### src/rtl/mem_master.sv
// mem_master: burst memory traffic generator / checker.
//
// Accepts a burst command (write or read, start address, length, data seed)
// and issues one memory request per beat. Beat i targets address
// (cmd_addr + i) mod DEPTH. Its data pattern is (cmd_seed + i) mod 2^WIDTH.
// Read beats return their data on rsp_*. Optionally, each read beat is
// compared against the pattern, and err_cnt counts the mismatches.
// A beat that sees no ready within TIMEOUT cycles aborts the burst.
//
// Ports:
//   clk, res              clock, synchronous active-low reset
//   cmd_valid/cmd_ready   command handshake; cmd_ready is high only in IDLE
//   cmd_wr_rd, cmd_addr, cmd_len, cmd_seed, cmd_check   command fields
//   valid, wr_rd, addr, wdata   registered memory request (1-cycle strobe)
//   rdata, ready          memory response
//   rsp_valid, rsp_data   registered read-beat data
//   done, timeout         registered burst-end pulses (timeout implies done)
//   err_cnt               read mismatch count of the last burst (saturating)
module mem_master #(
    parameter int WIDTH      = 8,
    parameter int DEPTH      = 32,
    parameter int ADDR_WIDTH = $clog2(DEPTH),
    parameter int TIMEOUT    = 15
) (
    input  logic                  clk,
    input  logic                  res,
    input  logic                  cmd_valid,
    output logic                  cmd_ready,
    input  logic                  cmd_wr_rd,
    input  logic [ADDR_WIDTH-1:0] cmd_addr,
    input  logic [ADDR_WIDTH-1:0] cmd_len,
    input  logic [WIDTH-1:0]      cmd_seed,
    input  logic                  cmd_check,
    output logic                  valid,
    output logic                  wr_rd,
    output logic [ADDR_WIDTH-1:0] addr,
    output logic [WIDTH-1:0]      wdata,
    input  logic [WIDTH-1:0]      rdata,
    input  logic                  ready,
    output logic                  rsp_valid,
    output logic [WIDTH-1:0]      rsp_data,
    output logic                  done,
    output logic                  timeout,
    output logic [ADDR_WIDTH:0]   err_cnt
);

    localparam int CNT_W = $clog2(TIMEOUT + 1);

    localparam logic [1:0] S_IDLE = 2'd0;
    localparam logic [1:0] S_REQ  = 2'd1;
    localparam logic [1:0] S_WAIT = 2'd2;
    localparam logic [1:0] S_FIN  = 2'd3;

    logic [1:0]            state_q, state_d;
    logic [ADDR_WIDTH-1:0] idx_q, idx_d;
    logic [CNT_W-1:0]      wcnt_q, wcnt_d;
    logic                  c_wr_q, c_wr_d;
    logic [ADDR_WIDTH-1:0] c_addr_q, c_addr_d;
    logic [ADDR_WIDTH-1:0] c_len_q, c_len_d;
    logic [WIDTH-1:0]      c_seed_q, c_seed_d;
    logic                  c_chk_q, c_chk_d;
    logic                  valid_q, valid_d;
    logic                  wr_rd_q, wr_rd_d;
    logic [ADDR_WIDTH-1:0] addr_q, addr_d;
    logic [WIDTH-1:0]      wdata_q, wdata_d;
    logic                  rsp_valid_q, rsp_valid_d;
    logic [WIDTH-1:0]      rsp_data_q, rsp_data_d;
    logic                  done_q, done_d;
    logic                  timeout_q, timeout_d;
    logic [ADDR_WIDTH:0]   err_q, err_d;

    logic [ADDR_WIDTH-1:0] idx_nxt;
    logic [WIDTH-1:0]      exp_data;

    assign cmd_ready = (state_q == S_IDLE) && res;
    assign idx_nxt   = idx_q + ADDR_WIDTH'(1);
    // Pattern value of the beat currently waiting for its response.
    assign exp_data  = c_seed_q + WIDTH'(idx_q);

    always_comb begin
        state_d     = state_q;
        idx_d       = idx_q;
        wcnt_d      = wcnt_q;
        c_wr_d      = c_wr_q;
        c_addr_d    = c_addr_q;
        c_len_d     = c_len_q;
        c_seed_d    = c_seed_q;
        c_chk_d     = c_chk_q;
        wr_rd_d     = wr_rd_q;
        addr_d      = addr_q;
        wdata_d     = wdata_q;
        rsp_data_d  = rsp_data_q;
        err_d       = err_q;
        valid_d     = 1'b0;
        rsp_valid_d = 1'b0;
        done_d      = 1'b0;
        timeout_d   = 1'b0;

        case (state_q)
            S_IDLE: begin
                if (cmd_valid && cmd_ready) begin
                    c_wr_d   = cmd_wr_rd;
                    c_addr_d = cmd_addr;
                    c_len_d  = cmd_len;
                    c_seed_d = cmd_seed;
                    c_chk_d  = cmd_check;
                    idx_d    = '0;
                    err_d    = '0;
                    // Outputs are registered, so beat 0 is loaded on the
                    // same edge that enters REQ.
                    valid_d  = 1'b1;
                    wr_rd_d  = cmd_wr_rd;
                    addr_d   = cmd_addr;
                    wdata_d  = cmd_seed;
                    state_d  = S_REQ;
                end
            end
            S_REQ: begin
                // The counter tracks cycles since the request strobe, so the
                // abort lands TIMEOUT cycles after valid.
                wcnt_d  = CNT_W'(1);
                state_d = S_WAIT;
            end
            S_WAIT: begin
                if (ready) begin
                    if (!c_wr_q) begin
                        rsp_valid_d = 1'b1;
                        rsp_data_d  = rdata;
                        if (c_chk_q && (rdata != exp_data) && (err_q != '1))
                            err_d = err_q + (ADDR_WIDTH+1)'(1);
                    end
                    if (idx_q != c_len_q) begin
                        idx_d   = idx_nxt;
                        valid_d = 1'b1;
                        addr_d  = c_addr_q + idx_nxt;
                        wdata_d = c_seed_q + WIDTH'(idx_nxt);
                        state_d = S_REQ;
                    end else begin
                        done_d  = 1'b1;
                        state_d = S_FIN;
                    end
                end else if (wcnt_q >= CNT_W'(TIMEOUT - 1)) begin
                    done_d    = 1'b1;
                    timeout_d = 1'b1;
                    state_d   = S_IDLE;
                end else begin
                    wcnt_d = wcnt_q + CNT_W'(1);
                end
            end
            default: begin
                // FIN: done is high during this cycle.
                state_d = S_IDLE;
            end
        endcase
    end

    always_ff @(posedge clk) begin
        if (!res) begin
            state_q     <= S_IDLE;
            idx_q       <= '0;
            wcnt_q      <= '0;
            c_wr_q      <= 1'b0;
            c_addr_q    <= '0;
            c_len_q     <= '0;
            c_seed_q    <= '0;
            c_chk_q     <= 1'b0;
            valid_q     <= 1'b0;
            wr_rd_q     <= 1'b0;
            addr_q      <= '0;
            wdata_q     <= '0;
            rsp_valid_q <= 1'b0;
            rsp_data_q  <= '0;
            done_q      <= 1'b0;
            timeout_q   <= 1'b0;
            err_q       <= '0;
        end else begin
            state_q     <= state_d;
            idx_q       <= idx_d;
            wcnt_q      <= wcnt_d;
            c_wr_q      <= c_wr_d;
            c_addr_q    <= c_addr_d;
            c_len_q     <= c_len_d;
            c_seed_q    <= c_seed_d;
            c_chk_q     <= c_chk_d;
            valid_q     <= valid_d;
            wr_rd_q     <= wr_rd_d;
            addr_q      <= addr_d;
            wdata_q     <= wdata_d;
            rsp_valid_q <= rsp_valid_d;
            rsp_data_q  <= rsp_data_d;
            done_q      <= done_d;
            timeout_q   <= timeout_d;
            err_q       <= err_d;
        end
    end

    assign valid     = valid_q;
    assign wr_rd     = wr_rd_q;
    assign addr      = addr_q;
    assign wdata     = wdata_q;
    assign rsp_valid = rsp_valid_q;
    assign rsp_data  = rsp_data_q;
    assign done      = done_q;
    assign timeout   = timeout_q;
    assign err_cnt   = err_q;

endmodule

### config.mk
export PLATFORM = sky130hd
export DESIGN_NAME = mem_master
export DESIGN_NICKNAME = d
export VERILOG_FILES = /design/src/rtl/mem_master.sv
export SDC_FILE = /design/constraint.sdc
export NUM_CORES = 1
export LEC_CHECK = 0
export ABC_AREA = 1
export CORE_UTILIZATION = 56
export DETAILED_ROUTE_END_ITERATION = 6
export GPL_TIMING_DRIVEN = 0
export PLACE_DENSITY = 0.89
export SYNTH_ARGS = -nofsm -noshare
export SYNTH_HDL_FRONTEND = slang
export SYNTH_SLANG_ARGS = --single-unit
### constraint.sdc
create_clock -name clk -period 5.5 [get_ports clk]
set_input_delay 0.55 -clock clk [delete_from_list [all_inputs] [get_ports clk]]
set_output_delay 0.55 -clock clk [all_outputs]
set_load 0.005 [all_outputs]
# --- Word level (Yosys, flattened, before mapping) ---
# Cells that the tools add are included.
classes:
  reduce_logical: 16
  magnitude_cmp: 1
  add_sub_neg: 6
  muxes: 33
  bitwise_logic: 3
  n_eq_ne: 13
ops:
  columns: ["op", "count"]
  rows:
  - ["5-bit 2-to-1 mux", 6]
  - ["6-bit 2-to-1 mux", 4]
  - ["8-bit 2-to-1 mux", 3]
  - ["5-bit case mux with 2 select lines", 2]
  - ["8-bit by 5-bit adder with 8-bit output", 2]
  - ["8-bit case mux with 2 select lines", 1]
  - ["2-bit inequality test (second input constant)", 6]
  - ["6-bit case mux with 2 select lines", 1]
  - ["3-bit AND reduction", 3]
  - ["2-bit 2-to-1 mux", 4]
  - ["4-bit 2-to-1 mux", 2]
  - ["8-bit inequality test", 1]
  - ["4-bit case mux with 2 select lines", 1]
  - ["1-bit 2-to-1 mux", 7]
  - ["6-bit by 1-bit adder with 6-bit output (second input constant)", 1]
  - ["6-bit inequality test (second input constant)", 1]
  - ["2-bit case mux with 3 select lines", 1]
  - ["2-bit AND reduction", 3]
  - ["5-bit by 1-bit adder with 5-bit output (second input constant)", 1]
  - ["5-bit adder", 1]
  - ["5-bit inequality test", 1]
  - ["5-bit AND reduction", 1]
  - ["4-bit by 1-bit adder with 4-bit output (second input constant)", 1]
  - ["4-bit >= comparator (second input constant)", 1]
  - ["11 further kinds", 17]
word_totals:
  ff_bits: 62
  word_cells: 88
  in_bits: 32
  output_inout_bits: 33

# --- Depth between registers and ports, before layout ---
depth:
  depth_word: 8
  depth_mapped: 16
  mapped_depth_nobuf: 15

# --- Worst setup path after synthesis ---
# Ideal clock, no wire load.
synth_path:
  path_type: "reg2reg"
  start: "register idx_q[1]"
  end: "register wdata_q[7] (netlist: wdata[7])"
  arrival_ns: 1.963
  n_path_buf: 0
  setup_ns: 0.120
  synth_period_minus_slack_ns: 2.082
  slack_ns: 3.418
  required_ns: 5.380
  stages_incl_launch_ff: 14
  cell_sequence: "dfxtp_1 ha_1 xor2_1 ha_1 a21oi_1 nand2_1 nand2_1 nand2_1 a21oi_1 inv_1 nand3b_1 nand3_1 o211ai_1 nand2_1"
synth_via:
  elab_chain_len: 5
  word_cells_on_any_way: 8
  classes_between: "add/sub (2); eq/ne (2); mux (3); reduce/logical (1)"
synth_lines:
  columns: ["item", "line_no", "rtl"]
  rows:
  - ["from (decl)", "55", "logic [ADDR_WIDTH-1:0] idx_q, idx_d;"]
  - ["from (signal assigned)", "178", "idx_q <= idx_d;"]
  - ["5-bit by 1-bit adder with 5-bit output", "76", "assign idx_nxt = idx_q + ADDR_WIDTH'(1);"]
  - ["8-bit by 5-bit adder with 8-bit output", "136", "wdata_d = c_seed_q + WIDTH'(idx_nxt);"]
  - ["8-bit 2-to-1 mux", "132", "if (idx_q != c_len_q) begin"]
  - ["8-bit 2-to-1 mux", "125", "if (ready) begin"]
  - ["8-bit case mux with 2 select lines", "99", "case (state_q)"]
  - ["to (signal assigned)", "188", "wdata_q <= wdata_d;"]
  - ["to (decl)", "65", "logic [WIDTH-1:0] wdata_q, wdata_d;"]
# Parallel ways exist; a longest one is shown, timed or not. The select of a mux whose other input is x is not followed.
# A chain may end at the register's enable or synchronous reset.

# --- Final worst setup path ---
# Ends and elaborated chain as after synthesis.

==> results.py <==
metrics = {
    "status": {
        "run_status": "finished, final reports clean",
    },
    "placement": {
        "final_estimated_routing_congestion_in_global_placement": 0.946,
        "place.port_buffers": 63,
        "dp.final_hpwl_microns": 6780,
        "post_placement_worst_setup_slack_ps": 3060,
    },
    "worst_setup_path": {
        "endpoint": "wdata[7]",
        "path_class": "flop to flop",
        "worst_setup_path_start_kind": "flop",
        "crit_start": "idx_q[1]",
        "timing.reg2reg.setup_slack_ps": 2960,
        "crit_path_end_kind": "flop",
        "critical_path.max_fanout": 6,
        "arrival_ps": 2770,
        "timing.reg2reg.worst_path_depth": 13,
        "worst_reg2reg_endpoint": "wdata[7]",
        "launching_point_of_the_worst_reg2reg_path": "idx_q[1]",
        "critPathRequiredTime_ps": 5730,
    },
    "cells_and_area": {
        "fin_util_pct": 73.4,
        "layout.nets": 603,
        "fraction_of_final_layout_cells_sized_beyond_drive_strength_1_pct": 7.39,
        "area.growth.synth_to_final_pct": 26.6,
        "antenna-diode-count": 0,
    },
    "timing": {
        "report.final.setup_viol": 0,
        "final_report_max_slew_violation_count": 0,
        "final_min_period_over_clock_period_pct": 46.1,
        "rsz0062_at_grt": "no",
        "worst_slack_ps": 2960,
        "worst_slew_margin_rel_pct": 62.9,
        "final.setup_skew_ps": 8.14,
        "finalWorstPathRequiredPeriod_ps": 2540,
        "worstMarginPinSlew_ps": 557,
        "setup_total_negative_slack_ps": 0,
        "maxClockFrequency_mhz": 394,
        "final-hold-violation-count": 0,
    },
    "die": {
        "initial_utilization_pct": 58.0,
        "floorplan.io_pins": 65,
        "core_area_sq_um": 5890,
        "floorplan.die.width_microns": 80.1,
        "num_rows": 28,
        "dieArea_sq_um": 6410,
        "die_h_microns": 80.1,
    },
    "drt": {
        "ant_nets": 0,
        "average_wire_per_standard_cell_microns": 14.6,
        "drc": 0,
        "drt_iter0_markers": 317,
        "drtPass1Iterations": 5,
        "via_count": 3513,
        "route.detailed.vias_per_inst": 5.58,
        "drt_wl_total_microns": 9200,
    },
    "synthesis": {
        "ys.warnings.count": 0,
        "synth_edf_count": 0,
        "async_flop_share_pct": 0,
        "syn-cell-area_sq_um": 3410,
        "seq_area_frac_synth_pct": 36.4,
        "top_flip_flop_cell_by_instance_count_after_synthesis": "sky130_fd_sc_hd__dfxtp_1",
        "synth.ff_latch_count": 62,
        "syn-mean-instance-area_sq_um": 7.17,
        "synthesis.instances": 476,
        "nets_in_the_synthesized_netlist": 529,
        "ys_types": 38,
    },
    "clocking": {
        "cts_hold_repair.buffers": 0,
        "clock_tree.root_cell": "sky130_fd_sc_hd__clkbuf_8",
        "clk_path_buf_depth": 2,
        "clock_insertion_delay_worst_skew_ps": 340,
        "postCtsResizedCells": 0,
        "tritoncts": "done",
        "cts_max_level": 3,
        "cts.sink_count": 62,
        "path_clk_slew_ps": 70,
        "post-cts-setup-buffer-count": 0,
        "cts_buffers": 9,
    },
    "power_and_ir_drop": {
        "power-per-cell-area_nw_per_um2": 261,
        "power.static_leakage_nw": 1.97,
        "irDropWorstVdd_uv": 192,
    },
    "run": {
        "timing.max_cap.violations": 0,
    },
    "global_route": {
        "overflow": 0,
        "via_count_of_the_first_global_routing_pass": 3343,
        "first_pass_grt_wire_length_microns": 15100,
        "grt.total_usage_pct": 30.8,
        "largest_net_degree_at_the_start_of_global_routing": 11,
        "antenna_violations_before_repair": 0,
    },
    "hold_path": {
        "min_path_type": "flop to flop",
    },
}
-- metrics by stage --
step	std cells	instance area [sq um]	hold slack, ps	total power, mW
after global placement	614	4140	446	0.745
after global routing	630	4320	493	1.18
after CTS	630	4320	466	1.13
after detailed placement	614	4140	456	0.756
final	630	4320	467	1.13
after floorplan	476	3410	431	0.657
-- layer usage --
metal	up-vias	wire length, microns	share of wire, %	global-route usage (%)
li1	1714	-	-	-
met1	1607	3780	41	37.7
met2	164	4440	48	51.7
met3	28	692	7.5	5.00
met4	0	291	3.2	16.3
met5	-	0	0	0
-- cell type report --
class	instances	area (sq um)
Multi-Input combinational cell	349	1890
Fill cell	460	1560
Sequential cell	62	1240
Timing Repair Buffer	63	631
Inverter	47	179
Clock buffer	12	165
Buffer	18	101
Tap cell	75	93.8
Clock inverter	4	20.0
-- registers in the layout, indices dropped and copies added, names as in the netlist --
register,cells
addr,5
c_addr_q,5
c_chk_q,1
c_len_q,5
c_seed_q,8
done,1
err_cnt,6
idx_q,5
rsp_data,8
rsp_valid,1
state_q,2
timeout,1
valid,1
wcnt_q,4
wdata,8
wr_rd,1
-- cells by family (layout without fill, tap and decap cells) --
family	after synthesis	in the layout	synth area share, %
multiplexers	1	1	0.293
adder cells (fa/ha/maj)	21	21	8.36
AND/OR/NAND/NOR	233	233	29.9
buffers and inverters	65	144	8.21
flip-flops	62	62	36.4
AO/OA/AOI/OAI	76	76	12.3
XOR/XNOR	18	18	4.62
-- report_power, final --
| part | internal, mW | total, mW | switching [mW] | leakage (nW) |
|---|---|---|---|---|
| combinational | 0.112 | 0.245 | 0.134 | 1.36 |
| clock | 0.197 | 0.376 | 0.179 | 0.102 |
| sequential | 0.480 | 0.508 | 0.0278 | 0.508 |
| total | 0.789 | 1.13 | 0.340 | 1.97 |
-- how the worst min path moves through the flow --
| stage | cells past startpoint | endpoint | slack (ps) | startpoint |
|---|---|---|---|---|
| 6_report | 2 | wdata[6] | 470 | wdata[6] |
| 5_1_grt | 2 | wdata[4] | 490 | wdata[4] |
| 4_1_cts | 2 | wdata[6] | 470 | wdata[6] |
| 3_5_place_dp | 2 | wdata[6] | 460 | wdata[6] |
| 3_3_place_gp | 2 | c_chk_q | 450 | c_chk_q |
| 2_1_floorplan | 2 | c_chk_q | 430 | c_chk_q |
-- critical path, stage by stage, from the launching register on --
cell and delay (ps):
sky130_fd_sc_hd__dfxtp_1 470, sky130_fd_sc_hd__ha_1 260, sky130_fd_sc_hd__xor2_1 310, sky130_fd_sc_hd__ha_1 350
sky130_fd_sc_hd__a21oi_1 170, sky130_fd_sc_hd__nand2_1 110, sky130_fd_sc_hd__nand2_1 70, sky130_fd_sc_hd__nand2_1 60
sky130_fd_sc_hd__a21oi_1 220, sky130_fd_sc_hd__inv_1 100, sky130_fd_sc_hd__nand3b_1 90, sky130_fd_sc_hd__nand3_1 70
sky130_fd_sc_hd__o211ai_1 110, sky130_fd_sc_hd__nand2_1 70
-- cells in the mapped netlist, types with 2 or more instances --
library cell,instances,share of area [%]
sky130_fd_sc_hd__fa_1,3,1.8
sky130_fd_sc_hd__ha_1,18,6.6
sky130_fd_sc_hd__buf_4,2,0.44
sky130_fd_sc_hd__nor2_1,40,4.4
sky130_fd_sc_hd__clkbuf_1,8,0.88
sky130_fd_sc_hd__nand3_1,58,8.5
sky130_fd_sc_hd__o21ai_1,4,0.59
sky130_fd_sc_hd__buf_6,3,0.99
sky130_fd_sc_hd__dfxtp_1,62,36
sky130_fd_sc_hd__inv_2,4,0.44
sky130_fd_sc_hd__nand2_1,114,13
sky130_fd_sc_hd__buf_2,3,0.44
sky130_fd_sc_hd__nand4_1,4,0.73
sky130_fd_sc_hd__nand3b_1,2,0.44
sky130_fd_sc_hd__buf_1,2,0.22
sky130_fd_sc_hd__xor2_1,13,3.3
sky130_fd_sc_hd__o21ai_0,27,4.0
sky130_fd_sc_hd__a31oi_1,6,1.1
sky130_fd_sc_hd__a21oi_1,31,4.5
sky130_fd_sc_hd__a22oi_1,4,0.88
sky130_fd_sc_hd__nor3_1,2,0.29
sky130_fd_sc_hd__nor2_4,2,0.66
sky130_fd_sc_hd__xnor2_1,5,1.3
sky130_fd_sc_hd__or2_2,4,0.73
sky130_fd_sc_hd__inv_1,42,4.6
-- placed cells by master (no fill, tap or decap), types with 2 or more instances in the layout --
master | Yosys | final
sky130_fd_sc_hd__clkinv_2 | 0 | 4
sky130_fd_sc_hd__a22oi_1 | 4 | 4
sky130_fd_sc_hd__o21ai_0 | 27 | 27
sky130_fd_sc_hd__xnor2_1 | 5 | 5
sky130_fd_sc_hd__nand3_1 | 58 | 58
sky130_fd_sc_hd__clkbuf_8 | 0 | 12
sky130_fd_sc_hd__buf_2 | 3 | 3
sky130_fd_sc_hd__nand3b_1 | 2 | 2
sky130_fd_sc_hd__inv_1 | 42 | 42
sky130_fd_sc_hd__nor2_4 | 2 | 2
sky130_fd_sc_hd__a31oi_1 | 6 | 6
sky130_fd_sc_hd__nor2_1 | 40 | 40
sky130_fd_sc_hd__clkdlybuf4s50_1 | 0 | 63
sky130_fd_sc_hd__o21ai_1 | 4 | 4
sky130_fd_sc_hd__a21oi_1 | 31 | 31
sky130_fd_sc_hd__fa_1 | 3 | 3
sky130_fd_sc_hd__nor3_1 | 2 | 2
sky130_fd_sc_hd__buf_4 | 2 | 2
sky130_fd_sc_hd__inv_2 | 4 | 4
sky130_fd_sc_hd__or2_2 | 4 | 4
sky130_fd_sc_hd__ha_1 | 18 | 18
sky130_fd_sc_hd__buf_1 | 2 | 2
sky130_fd_sc_hd__xor2_1 | 13 | 13
sky130_fd_sc_hd__nand2_1 | 114 | 114
sky130_fd_sc_hd__clkbuf_1 | 8 | 8
sky130_fd_sc_hd__buf_6 | 3 | 3
sky130_fd_sc_hd__dfxtp_1 | 62 | 62
sky130_fd_sc_hd__nand4_1 | 4 | 4
Power figures use the tool's default switching activity.
